[src/rtl/uart_pkg.sv]
// Shared UART types, widths and helpers for the uart_tx / uart_rx pair.
package uart_pkg;

    localparam int unsigned UART_DATA_W = 8;

    typedef enum logic [2:0] {
        ST_IDLE   = 3'd0,
        ST_START  = 3'd1,
        ST_DATA   = 3'd2,
        ST_STOP   = 3'd3,
        ST_PARITY = 3'd4
    } uart_state_e;

    function automatic int unsigned clk_per_bit(input int unsigned clk_freq,
                                                input int unsigned baud);
        return clk_freq / baud;
    endfunction

endpackage

[src/rtl/uart_tx_if.sv]
// Byte handshake between core logic (master) and the UART transmitter (slave).
interface uart_tx_if;
    import uart_pkg::*;

    logic [UART_DATA_W-1:0] data_in;
    logic                   valid_in;
    logic                   ready;

    modport master (
        output data_in,
        output valid_in,
        input  ready
    );

    modport slave (
        input  data_in,
        input  valid_in,
        output ready
    );

endinterface

[src/rtl/uart_baud_tick.sv]
// Bit-period counter: counts 0..CLK_PER_BIT-1 while enabled, ticks on the last count.
module uart_baud_tick #(
    parameter  int unsigned CLK_PER_BIT = 5208,
    localparam int unsigned CNT_W       = $clog2(CLK_PER_BIT)
) (
    input  logic i_clk,
    input  logic i_reset,
    input  logic i_en,
    input  logic i_clear,
    output logic o_tick
);

    localparam logic [CNT_W-1:0] LAST = CNT_W'(CLK_PER_BIT - 1);

    if (CLK_PER_BIT < 2 || CLK_PER_BIT > 8191) begin : g_bad_cpb
        $error("uart_baud_tick: CLK_PER_BIT must be in 2..8191");
    end

    logic [CNT_W-1:0] count_q, count_d;

    always_comb begin
        count_d = count_q;
        if (i_clear) begin
            count_d = '0;
        end else if (i_en) begin
            count_d = (count_q == LAST) ? '0 : count_q + CNT_W'(1);
        end
    end

    always_ff @(posedge i_clk or posedge i_reset) begin
        if (i_reset) begin
            count_q <= '0;
        end else begin
            count_q <= count_d;
        end
    end

    assign o_tick = i_en & ~i_clear & (count_q == LAST);

endmodule

[src/rtl/uart_tx.sv]
// 8N1/8N2 UART transmitter, LSB first, registered line output.
// Optional even parity bit after the data bits when UART_TX_PARITY_EN is defined.
module uart_tx
    import uart_pkg::*;
#(
    parameter int unsigned CLK_FREQ    = 50000000,
    parameter int unsigned BAUD_RATE   = 9600,
    parameter int unsigned CLK_PER_BIT = clk_per_bit(CLK_FREQ, BAUD_RATE),
    parameter int unsigned STOP_BITS   = 1
) (
    input  logic     i_clk,
    input  logic     i_reset,
    uart_tx_if.slave bus,
    output logic     o_tx,
    output logic     o_busy,
    output logic     o_done
);

    localparam logic [2:0] LAST_BIT  = 3'd7;
    localparam logic [2:0] STOP_LAST = 3'(STOP_BITS - 1);

    if (CLK_PER_BIT < 2 || CLK_PER_BIT > 8191) begin : g_bad_cpb
        $error("uart_tx: CLK_PER_BIT must be in 2..8191");
    end
    if (STOP_BITS < 1 || STOP_BITS > 2) begin : g_bad_stop
        $error("uart_tx: STOP_BITS must be 1 or 2");
    end

    uart_state_e            state_q, state_d;
    logic [UART_DATA_W-1:0] shift_q, shift_d;
    logic [2:0]             bit_idx_q, bit_idx_d;
    logic                   tx_q, tx_d;
    logic                   ready_q, ready_d;
    logic                   busy_q, busy_d;
    logic                   done_q, done_d;
    logic                   handshake;
    logic                   tick;
`ifdef UART_TX_PARITY_EN
    logic                   parity_q, parity_d;
`endif

    assign handshake = bus.valid_in & ready_q;

    uart_baud_tick #(
        .CLK_PER_BIT(CLK_PER_BIT)
    ) u_baud_tick (
        .i_clk   (i_clk),
        .i_reset (i_reset),
        .i_en    (state_q != ST_IDLE),
        .i_clear (state_q == ST_IDLE),
        .o_tick  (tick)
    );

    // State register
    always_ff @(posedge i_clk or posedge i_reset) begin
        if (i_reset) begin
            state_q <= ST_IDLE;
        end else begin
            state_q <= state_d;
        end
    end

    // Next-state logic
    always_comb begin
        state_d = state_q;
        case (state_q)
            ST_IDLE:  if (handshake) state_d = ST_START;
            ST_START: if (tick) state_d = ST_DATA;
            ST_DATA: begin
                if (tick && bit_idx_q == LAST_BIT) begin
`ifdef UART_TX_PARITY_EN
                    state_d = ST_PARITY;
`else
                    state_d = ST_STOP;
`endif
                end
            end
`ifdef UART_TX_PARITY_EN
            ST_PARITY: if (tick) state_d = ST_STOP;
`endif
            ST_STOP:  if (tick && bit_idx_q == STOP_LAST) state_d = ST_IDLE;
            default:  state_d = ST_IDLE;
        endcase
    end

    // Datapath: bit_idx counts data bits in DATA and stop bits in STOP, restarting on each state change
    always_comb begin
        shift_d   = shift_q;
        bit_idx_d = bit_idx_q;
`ifdef UART_TX_PARITY_EN
        parity_d  = parity_q;
`endif
        if (state_q == ST_IDLE) begin
            if (handshake) begin
                shift_d   = bus.data_in;
                bit_idx_d = '0;
`ifdef UART_TX_PARITY_EN
                parity_d  = ^bus.data_in;
`endif
            end
        end else if (tick) begin
            if (state_q == ST_DATA) begin
                shift_d = shift_q >> 1;
            end
            bit_idx_d = (state_d != state_q) ? 3'd0 : bit_idx_q + 3'd1;
        end
    end

    // Output logic, decoded from the next state so every output is a flop
    always_comb begin
        tx_d = 1'b1;
        case (state_d)
            ST_START:  tx_d = 1'b0;
            ST_DATA:   tx_d = shift_d[0];
`ifdef UART_TX_PARITY_EN
            ST_PARITY: tx_d = parity_d;
`endif
            default:   tx_d = 1'b1;
        endcase
        ready_d = (state_d == ST_IDLE);
        busy_d  = (state_d != ST_IDLE);
        done_d  = (state_q == ST_STOP) && (state_d == ST_IDLE);
    end

    always_ff @(posedge i_clk or posedge i_reset) begin
        if (i_reset) begin
            shift_q   <= '0;
            bit_idx_q <= '0;
            tx_q      <= 1'b1;
            ready_q   <= 1'b1;
            busy_q    <= 1'b0;
            done_q    <= 1'b0;
        end else begin
            shift_q   <= shift_d;
            bit_idx_q <= bit_idx_d;
            tx_q      <= tx_d;
            ready_q   <= ready_d;
            busy_q    <= busy_d;
            done_q    <= done_d;
        end
    end

`ifdef UART_TX_PARITY_EN
    always_ff @(posedge i_clk or posedge i_reset) begin
        if (i_reset) begin
            parity_q <= 1'b0;
        end else begin
            parity_q <= parity_d;
        end
    end
`endif

    assign bus.ready = ready_q;
    assign o_tx      = tx_q;
    assign o_busy    = busy_q;
    assign o_done    = done_q;

endmodule

[src/flat_wrapper.sv]
// flat-port wrapper written by rule: the top's interface ports become plain ports
module uart_tx_flat import uart_pkg::*;
#(
    parameter int unsigned CLK_FREQ    = 50000000,
    parameter int unsigned BAUD_RATE   = 9600,
    parameter int unsigned CLK_PER_BIT = clk_per_bit(CLK_FREQ, BAUD_RATE),
    parameter int unsigned STOP_BITS   = 1
)
  (i_clk, i_reset, o_tx, o_busy, o_done, bus_data_in, bus_valid_in, bus_ready);
  uart_tx_if bus_i ();
  input  logic i_clk;
  input  logic i_reset;
  output logic o_tx;
  output logic o_busy;
  output logic o_done;
  input wire logic [$bits(bus_i.data_in)-1:0] bus_data_in;
  input wire logic [$bits(bus_i.valid_in)-1:0] bus_valid_in;
  output wire logic [$bits(bus_i.ready)-1:0] bus_ready;
  assign bus_i.data_in = bus_data_in;
  assign bus_i.valid_in = bus_valid_in;
  assign bus_ready = bus_i.ready;
  uart_tx #(.CLK_FREQ(CLK_FREQ), .BAUD_RATE(BAUD_RATE), .CLK_PER_BIT(CLK_PER_BIT), .STOP_BITS(STOP_BITS)) u_core (.i_clk(i_clk), .i_reset(i_reset), .bus(bus_i), .o_tx(o_tx), .o_busy(o_busy), .o_done(o_done));
endmodule
[config.mk]
export PLATFORM = sky130hd
export DESIGN_NAME = uart_tx_flat
export DESIGN_NICKNAME = d
export VERILOG_FILES = /design/src/rtl/uart_pkg.sv /design/src/rtl/uart_tx_if.sv /design/src/rtl/uart_baud_tick.sv /design/src/rtl/uart_tx.sv /design/src/flat_wrapper.sv
export SDC_FILE = /design/constraint.sdc
export NUM_CORES = 1
export LEC_CHECK = 0
export BUFFER_PORTS_ARGS = -buffer_cell sky130_fd_sc_hd__buf_2
export CAP_MARGIN = 20
export CORE_ASPECT_RATIO = 1.2
export CORE_MARGIN = 2
export CORE_UTILIZATION = 58
export DETAILED_ROUTE_END_ITERATION = 7
export GPL_TIMING_DRIVEN = 0
export PLACE_DENSITY = 0.78
export REMOVE_ABC_BUFFERS = 1
export SYNTH_ARGS = -nofsm -noshare
export SYNTH_HDL_FRONTEND = slang
export SYNTH_SLANG_ARGS = --single-unit
[constraint.sdc]
create_clock -name i_clk -period 2.1 [get_ports i_clk]
set_clock_uncertainty 0.2 [all_clocks]
set_input_delay 0.21 -clock i_clk [delete_from_list [all_inputs] [get_ports i_clk]]
set_output_delay 0.21 -clock i_clk [all_outputs]
set_load 0.005 [all_outputs]
-- After elaboration in Yosys (flattened, before gate mapping)
Index checks and enable logic that the tools add are counted.
- reduce and logical (&&, ||, !) cells: 13
- equality and inequality tests: 9
- $add $sub $neg: 2
- bitwise logic cells: 4
- muxes and demuxes: 17
- operator list (operator ; count):
    13-bit 2-to-1 mux ; 3
    8-bit 2-to-1 mux ; 4
    3-bit 2-to-1 mux ; 8
    13-bit by 1-bit adder with 13-bit output (second input constant) ; 1
    13-bit equality test (second input constant) ; 1
    3-bit case mux with 4 select lines ; 1
    3-bit by 2-bit equality test with 1-bit output (second input constant) ; 3
    3-bit zero test ; 3
    3-bit by 1-bit equality test with 1-bit output (second input constant) ; 2
    2-bit nonzero test ; 3
    3-bit nonzero test ; 2
    3-bit by 1-bit adder with 3-bit output (second input constant) ; 1
    1-bit AND ; 3
    3-bit equality test (second input constant) ; 1
    1-bit logical AND ; 3
    3-bit != test ; 1
    3-bit AND reduction ; 1
    2-bit by 1-bit != test with 1-bit output (second input constant) ; 1
    1-bit case mux with 2 select lines ; 1
    2-bit AND reduction ; 1
    1-bit NOT ; 1
- output and inout port bits: 4
- input port bits: 11
- register bits: 31

-- Depth between registers and ports, before layout
Gate-level depths: netlist of run 1.
- depth after elaboration: 11
- depth in mapped cells: 6

-- By module
From an unflattened synthesis of run 1, not the netlist that was laid out.
- cells, all modules: 164
- area total of the unflattened synthesis: 1690.4 um^2
- modules (own cells, without submodules) (module ; area an instance (um^2) ; seq. area each (um^2) ; instances ; cells an instance):
    uart_tx ; 905.9 ; 452.9 ; 1 ; 82
    uart_baud_tick ; 784.5 ; 325.3 ; 1 ; 82

-- Worst setup path after synthesis of run 1
Ideal clock, no wire load.
- path type: flip-flop to flip-flop
- start: register u_core.state_q[0]
- end: register u_core.bit_idx_q[0]
- clock period less this slack: 1902 ps
- arrival time: 1578 ps
- path slack: 198 ps
- library setup time: 125 ps
- stages on the path, launching flop included: 7
- cells stage by stage: dfrtp_1 buf_2 or3_4 nor2_1 buf_4 a21oi_1 mux2_2
- word-level cells in the longest chain between the ends: 11
- RTL lines (item ; line ; RTL):
    start: declaration ; uart_tx.sv:29 ; uart_state_e state_q, state_d;
    start signal: assignment ; uart_tx.sv:59 ; state_q <= state_d;
    3-bit zero test ; uart_tx.sv:50, uart_tx.sv:66, uart_tx.sv:93 ;
    1-bit NOT ; uart_baud_tick.sv:38 ; assign o_tick = i_en & ~i_clear & (count_q == LAST);
    1-bit AND (2 in a row) ; uart_baud_tick.sv:38 ;
    1-bit logical AND, on equally long branches ; uart_tx.sv:81, uart_tx.sv:70 ;
    3-bit 2-to-1 mux, on equally long branches ; uart_tx.sv:81, uart_tx.sv:70 ;
    3-bit case mux with 4 select lines ; uart_tx.sv:66 ; case (state_q)
    3-bit != test ; uart_tx.sv:105 ; bit_idx_d = (state_d != state_q) ? 3'd0 : bit_idx_q + 3'd1;
    3-bit 2-to-1 mux ; uart_tx.sv:105 ;
    3-bit 2-to-1 mux ; uart_tx.sv:101 ; end else if (tick) begin
    3-bit 2-to-1 mux ; uart_tx.sv:93 ; if (state_q == ST_IDLE) begin
    end signal: assignment ; uart_tx.sv:135 ; bit_idx_q <= bit_idx_d;
    end: declaration ; uart_tx.sv:31 ; logic [2:0] bit_idx_q, bit_idx_d;
Parallel ways exist; a longest one is shown, timed or not. The select of a mux whose other input is x is not followed.
A chain may end at the register's enable or synchronous reset.

-- Worst setup path after layout of run 1
- start: register u_core.bit_idx_q[1]
- end: register u_core.state_q[0]
- word-level cells in the longest chain between the ends: 4
- RTL lines (item ; line):
    3-bit equality test / 3-bit zero test (equally long branches) ; uart_tx.sv:70, uart_tx.sv:81
    1-bit logical AND, on equally long branches ; uart_tx.sv:70, uart_tx.sv:81
    3-bit 2-to-1 mux, on equally long branches ; uart_tx.sv:70, uart_tx.sv:81
    3-bit case mux with 4 select lines * ; uart_tx.sv:66
    net u_core.state_d[0] ; uart_tx.sv:29
The timed path passes the listed nets; every way through them passes the cells marked *.

==> results by group, run 1 <==
Status
  • Status: finished clean

Global routing
  • Grt total ovfl: 0
  • Overall routing resource usage: 24.0%
  • Largest net degree at the start of global routing: 19
  • First-pass GRT wire length: 5.49 mm
  • Initial antenna violation count: 0
  • Vias in the first global route: 1,298

Clocking
  • TritonCTS Sinks: 31
  • CTS tree: done
  • Later-pin clock latency in the skew report: 330 ps
  • Root buffer selected by CTS: clkbuf_4
  • Clock-pin slew on the worst setup and hold paths: 90 ps
  • Htree depth: 2
  • CTS buffer count: 5
  • Clock Path Buffers: 2

Power
  • Pwr dens: 689 nW/um^2
  • Combinational share of power: 16.8%
  • Peak supply drop: 494 uV
  • Reg power frac: 54.8%
  • Sw frac: 27.2%
  • Net Sw Power: 0.371 mW
  • Pint: 0.996 mW
  • Leak: 0.901 nW
  • Clock share of power: 28.4%

Critical path
  • R2r startpoint: u_core.bit_idx_q[1]$_DFFE_PP0P_
  • Setup crit end kind: flip-flop
  • Worst reg-to-reg path cell count: 6
  • Crit Path Class: flip-flop to flip-flop
  • Crit path largest cell delay: 410 ps
  • Critical path cell sequence: ha_2 -> ha_4 -> or4bb_1 -> nor4_2 -> a211o_1 -> o21bai_1
  • Crit path launch: u_core.bit_idx_q[1]$_DFFE_PP0P_
  • Req. time, crit path: 2150 ps
  • R2R Setup Slk: 20 ps
  • Slowest-stage cell, CP: or4bb_1
  • RR Endpoint: u_core.state_q[0]$_DFF_PP0_
  • CP Launch Type: flip-flop
  • Crit path capture: u_core.state_q[0]$_DFF_PP0_
  • CP arrival: 2140 ps
  • Maximum fanout along the worst path: 4

STA
  • Setup-failing EPs final: 0
  • Max Slew Vio Count: 0
  • Measured slew at the worst slew-check pin: 574 ps
  • Final min period: 2080 ps
  • RSZ-0062 raised after global routing: true
  • Crit share post-route: 99.2%
  • Max transition margin: 61.7%
  • Fmax: 0.480 GHz
  • Final hold vios: 0

Min path
  • Min-Delay Path Class: input pin to flip-flop

Layout
  • Area Growth Syn to Fin: 23.0%
  • Diode count: 0
  • Final core occ: 76.9%
  • Non-Filler Instances: 212
  • Layout cells sized above 1: 28.5%
  • Layout Nets: 193
  • Fill cell count: 170

Synthesis
  • Largest family of logic cells by synthesized area: simple AND/OR/NAND/NOR gates
  • Synthesized-area fraction occupied by and/or/nand/nor cells: 25.0%
  • Synth Instances: 149
  • Post-synthesis sequential area ratio: 48.3%
  • Compound-cell area share of the yosys netlist: 13.4%
  • Post-synth top cells: dfrtp_1, nor2_1, a22o_1, xor2_1
  • Post-Synth XOR/XNOR Area: 5.43%
  • Async SR Flop Fraction: 100%
  • Biggest area consumer among synthesized cells: dfrtp_1
  • Yosys Warn Count: 0
  • Unique cell type count in the Yosys netlist: 48
  • #FFs+latches synth: 31
  • Mux contribution to synthesized area: 0.698%
  • Avg Synthesized Cell Area: 10.8 sq um
  • Share of the synthesized area in the top cell type: 45.0%
  • Post-synth EDFFs: 0
  • Count leader, synth: dfrtp_1
  • Post-Syn Area: 1610 sq um
  • Ys flop type: dfrtp_1
  • Area contributors post-synth: dfrtp_1, a22o_1, xor2_1
  • Synthesized-area fraction occupied by adder cells: 3.10%

Floorplanning
  • Die area: 3220 sq um
  • Row Count: 20
  • I/O pin total: 15
  • Die Y: 61.8 microns
  • Core Box Area: 2580 sq um
  • Horiz. Die Dim: 52.1 microns
  • Starting density of the core: 62.6%

Routing
  • TritonRoute pass-1 iters: 4
  • Post-route ant nets: 0
  • WL/cell: 16.1 microns
  • Total number of vias: 1,284
  • DR DRC count: 0
  • DRT iter0 DRCs: 35
  • Ratio of routed vias to standard cells: 6.06
  • Wire length after detailed routing: 3.41 mm

Placement
  • Gpl congestion: 0.835
  • Placed Cells: 191
  • DP HPWL: 2.14 mm
  • PortBufs: 14

Flow run
  • Max cap viols: 0
## flip-flops by register name, indices dropped and copies added (netlist names)
name                        count
u_core.o_done                   1
u_core.shift_q                  8
u_core.bus.ready                1
u_core.o_busy                   1
u_core.bit_idx_q                3
u_core.u_baud_tick.count_q     13
u_core.state_q                  3
u_core.o_tx                     1
## final cells by class
cell class / instances / area, sq um / share of cell area [%]
clock buffers: 8 / 68.8 / 3.47
inverters: 7 / 26.3 / 1.32
multi-input cells: 105 / 842 / 42.5
flip-flops and latches: 31 / 783 / 39.5
well taps: 33 / 41.3 / 2.08
repair buffers: 28 / 221 / 11.2
## stage by stage
stage                     hold slack [ps]  total power, mW  cell area [sq um]  TNS, ps  setup slack, ps
after floorplan                       112            0.871               1580     -167            -27.8
after global placement                214            0.921               1690    -2560             -307
after detailed placement             94.3            0.943               1720    -3740             -394
after CTS                             114             1.35               1900        0             6.22
after global routing                  132             1.45               1980    -28.3            -14.3
final                                 117             1.37               1980        0             16.0
## critical path: cells and delay by family, from the launching register on
| kind | cells | cell delay [ps] |
|---|---|---|
| AOI/OAI and AO/OA | 2 | 370 |
| and+or+nand+nor | 2 | 720 |
| DFF | 1 | 390 |
| adders and majority gates | 2 | 330 |
## per-layer routing
layer,GRT usage [%],up-vias,wire (microns)
met5,0,-,0
met3,7.42,9,127
met4,12.8,0,85
li1,-,606,-
met1,26.8,643,1410
met2,41.4,26,1790
## cells by family (layout without fill, tap and decap cells)
| logic type | count (synthesis) | in the layout |
|---|---|---|
| AND/OR/NAND/NOR | 61 | 61 |
| flip-flops | 31 | 31 |
| AO/OA/AOI/OAI | 28 | 28 |
| buffers and inverters | 13 | 43 |
| XOR/XNOR | 10 | 10 |
| adder cells (fa/ha/maj) | 4 | 4 |
| other | 1 | 1 |
| multiplexers | 1 | 1 |
## power by group through the flow
stage               Clock (mW)  Combinational [mW]  Sequential (mW)
floorplan                    0               0.135            0.736
global placement             0               0.176            0.746
detailed placement           0               0.192            0.752
CTS                      0.400               0.213            0.740
global route             0.438               0.256            0.757
finish                   0.388               0.229            0.749
## worst min-delay path by stage
stage                     slack, ps                              end  depth (start not counted)           start
final                           120    u_core.shift_q[7]$_DFFE_PP0P_                          5    bus_valid_in
after CTS                       110    u_core.shift_q[7]$_DFFE_PP0P_                          5    bus_valid_in
after floorplan                 110  u_core.bit_idx_q[0]$_DFFE_PP0P_                          1         i_reset
after detailed placement         90    u_core.shift_q[6]$_DFFE_PP0P_                          2         i_reset
after global routing            130    u_core.shift_q[7]$_DFFE_PP0P_                          5    bus_valid_in
after global placement          210    u_core.shift_q[7]$_DFFE_PP0P_                          3  bus_data_in[7]
## repair_timing
action                     in CTS  in global routing
setup endpoints to repair      15                 26
setup buffers                   1                  2
pin swaps                       1                  4
hold endpoints to repair       19                  0
resized for setup               4                 17
gates cloned                    0                  1
hold buffers                    9                  0
## cells in the final DEF (no fill, tap or decap), drive strengths merged, types with 2 or more instances in the layout
master	synthesis	final
dfrtp	29	29
buf	4	19
nor2	17	17
dlygate4sd3	0	9
a22o	8	8
xor2	8	8
clkbuf	2	8
nand2	7	7
inv	7	7
a21o	6	6
nand3	5	5
nor4	5	5
ha	4	4
a21oi	3	3
nand4	3	3
o31ai	3	3
or4b	3	3
nand4b	2	2
a211o	2	2
a311oi	2	2
and4	2	2
xnor2	2	2
and3	2	2
dfstp	2	2
nor3	2	2
(Power assumes the default switching activity.)
==> run 2, diff against run 1 <==
Settings changed: ABC_AREA set to 1, BUFFER_PORTS_ARGS -buffer_cell sky130_fd_sc_hd__buf_2 to not set, CORE_UTILIZATION 58 to 62, DONT_BUFFER_PORTS set to 1, PLACE_DENSITY 0.78 to not set, PLACE_DENSITY_LB_ADDON set to 0.1.
==> results by group, run 2 <==
Clocking
  • Later-pin clock latency in the skew report: 340 ps
  • Htree depth: 2
  • Clock Path Buffers: 2
  • CTS tree: done
  • CTS buffer count: 5
  • Clock-pin slew on the worst setup and hold paths: 100 ps
  • TritonCTS Sinks: 31
  • Root buffer selected by CTS: clkbuf_4

Routing
  • DR DRC count: 0
  • DRT iter0 DRCs: 30
  • Wire length after detailed routing: 3.21 mm
  • Post-route ant nets: 0
  • TritonRoute pass-1 iters: 5
  • WL/cell: 13.2 microns
  • Total number of vias: 1,347
  • Ratio of routed vias to standard cells: 5.52

Synthesis
  • Area contributors post-synth: dfrtp_1, nand2_1, inv_1
  • Unique cell type count in the Yosys netlist: 27
  • Post-synthesis sequential area ratio: 48.4%
  • Count leader, synth: nand2_1
  • Async SR Flop Fraction: 100%
  • Ys flop type: dfrtp_1
  • Avg Synthesized Cell Area: 8.33 sq um
  • Post-synth EDFFs: 0
  • Share of the synthesized area in the top cell type: 45.1%
  • #FFs+latches synth: 31
  • Yosys Warn Count: 0
  • Post-Syn Area: 1610 sq um
  • Post-synth top cells: nand2_1, dfrtp_1, inv_1
  • Biggest area consumer among synthesized cells: dfrtp_1
  • Synth Instances: 193

Layout
  • Largest registers: u_core.u_baud_tick.count_q (13), u_core.shift_q (8)
  • Layout Nets: 225
  • Diode count: 0
  • Multi-input logic area: 703 sq um
  • Fill cell count: 196
  • Sequential cell area: 778 sq um
  • Max FFs per register: 13
  • Most common cell after layout, fill and taps aside: nand2_1
  • Most frequent cells in the layout: nand2_1, inv_1, dfrtp_1
  • Layout cells sized above 1: 16.6%
  • Area Growth Syn to Fin: 13.9%
  • Top reg by flops: u_core.u_baud_tick.count_q

Flow run
  • Max cap viols: 0

Critical path
  • CP arrival: 2010 ps
  • R2R Setup Slk: 190 ps
  • Crit path launch: u_core.u_baud_tick.count_q[0]$_DFF_PP0_
  • Slowest-stage cell, CP: dfrtp_1
  • R2r startpoint: u_core.u_baud_tick.count_q[0]$_DFF_PP0_
  • CP Launch Type: flip-flop
  • Crit Path Class: flip-flop to flip-flop
  • Most used cell, CP: nand2_1
  • Worst reg-to-reg path cell count: 10
  • Setup crit end kind: flip-flop
  • Critical path cell sequence: ha_1 -> nand2_1 -> inv_2 -> nand3_2 -> nor3_2 -> nand2_1 -> nor2_2 -> nand2_1 -> a21oi_1 -> o21a_1
  • RR Endpoint: u_core.u_baud_tick.count_q[12]$_DFF_PP0_
  • Top Family by Delay on Critical Path: simple AND/OR/NAND/NOR gates
  • Crit path largest cell delay: 380 ps
  • Req. time, crit path: 2190 ps
  • Bufs and invs on worst path: 1
  • Maximum fanout along the worst path: 3

Power
  • Peak supply drop: 569 uV
  • Pwr dens: 708 nW/um^2
  • Leak: 0.879 nW
  • Total power: 1.30 mW

Global routing
  • First-pass GRT wire length: 5.57 mm
  • Vias in the first global route: 1,399
  • Met3 usage: 8.00%
  • Largest net degree at the start of global routing: 17
  • Gr busiest metal: met2
  • Grt total ovfl: 0
  • Initial antenna violation count: 0
  • Overall routing resource usage: 25.3%
  • GR Layer Usage met2: 45.7%
  • M1 GR Usage: 25.0%

Floorplanning
  • Core Box Area: 2500 sq um
  • Row Count: 20
  • Die Y: 59.8 microns
  • Horiz. Die Dim: 50.5 microns
  • Die area: 3020 sq um
  • I/O pin total: 15
  • Starting density of the core: 64.3%

STA
  • RSZ-0062 raised after global routing: false
  • Fmax: 0.523 GHz
  • Max Slew Vio Count: 0
  • Setup-failing EPs final: 0
  • Max transition margin: 55.6%
  • Measured slew at the worst slew-check pin: 665 ps
  • Crit share post-route: 91.1%
  • Final hold vios: 0
  • Final min period: 1910 ps
  • Setup total negative slack: 0 ps

Placement
  • DP HPWL: 2.38 mm
  • PortBufs: 0
  • Gpl congestion: 0.891

Min path
  • Min-Delay Path Class: input pin to flip-flop
  • Worst hold stages: 4
  • HP Start: bus_valid_in
  • Worst hold endpoint: u_core.shift_q[0]$_DFF_PP0_

Status
  • Status: finished clean
-- run 2: cell count changes after synthesis, sizes merged, moves of 4 or more --
cell | before | now
xor2 | 8 | 0
nand3 | 5 | 16
nor2 | 17 | 24
nand2 | 7 | 45
o221ai | 0 | 5
nor4 | 5 | 0
nor3 | 2 | 8
a21oi | 3 | 10
buf | 4 | 0
inv | 7 | 35
a21o | 6 | 0
a22o | 8 | 0
-- run 2: how the worst max path moves through the flow --
stage | end | slack, ps | depth (start not counted)
final | u_core.u_baud_tick.count_q[12]$_DFF_PP0_ | 190 | 10
after global routing | u_core.bit_idx_q[0]$_DFFE_PP0P_ | 20 | 10
after CTS | u_core.bit_idx_q[1]$_DFFE_PP0P_ | 170 | 10
after floorplan | u_core.bit_idx_q[0]$_DFFE_PP0P_ | 390 | 10
after detailed placement | u_core.shift_q[4]$_DFFE_PP0P_ | 180 | 8
after global placement | u_core.bit_idx_q[0]$_DFFE_PP0P_ | 240 | 10
-- run 2: metrics by stage --
step	setup WS (ps)	hold slack (ps)	utilization, %	cells	cell area, sq um
2_1_floorplan	389	112	-	193	1610
3_3_place_gp	245	137	65.9	226	1650
3_5_place_dp	176	19.4	67.0	227	1680
4_1_cts	172	4.85	73.0	244	1830
5_1_grt	24.4	25.0	73.2	244	1830
6_report	187	6.15	73.2	244	1830
-- run 2: layout make-up --
cell class                      count  share of cell area (%)
Inverter                           35                    7.17
Sequential cell                    31                    42.5
Timing Repair Buffer               10                    6.42
Clock inverter                      1                   0.273
Multi-Input combinational cell    127                    38.4
Tap cell                           33                    2.25
Clock buffer                        7                    3.01
-- run 2: worst min-delay path, stage by stage --
cell and delay (ps):
nand3_1 60, nand2_1 70, a21oi_1 40, a21oi_2 120
-- run 2: cells by family (layout without fill, tap and decap cells) --
| logic type | count (synthesis) | in the layout | share of synthesized area (%) |
|---|---|---|---|
| and+or+nand+nor | 100 | 100 | 30.7 |
| buffers and inverters | 35 | 53 | 8.17 |
| DFF | 31 | 31 | 48.4 |
| AOI/OAI and AO/OA | 22 | 22 | 9.34 |
| adders and majority gates | 4 | 4 | 3.11 |
| other | 1 | 1 | 0.233 |
-- run 2: report_power, final --
group	leakage (nW)	internal, mW	switching (mW)	total, mW
clock	0.0353	0.162	0.203	0.365
combinational	0.440	0.0843	0.129	0.213
sequential	0.404	0.677	0.0419	0.719
-- run 2: repair_timing --
item                                   CTS  global route
buffers inserted                         0             0
hold buffers                             9             0
setup endpoints to repair                0             3
endpoints found under the hold margin   21             0
gates resized for setup                  0             1
-- run 2: per-layer routing --
layer,wire [microns],vias up
met5,0,-
met4,99,0
met3,143,13
met2,1730,39
met1,1240,639
li1,-,656
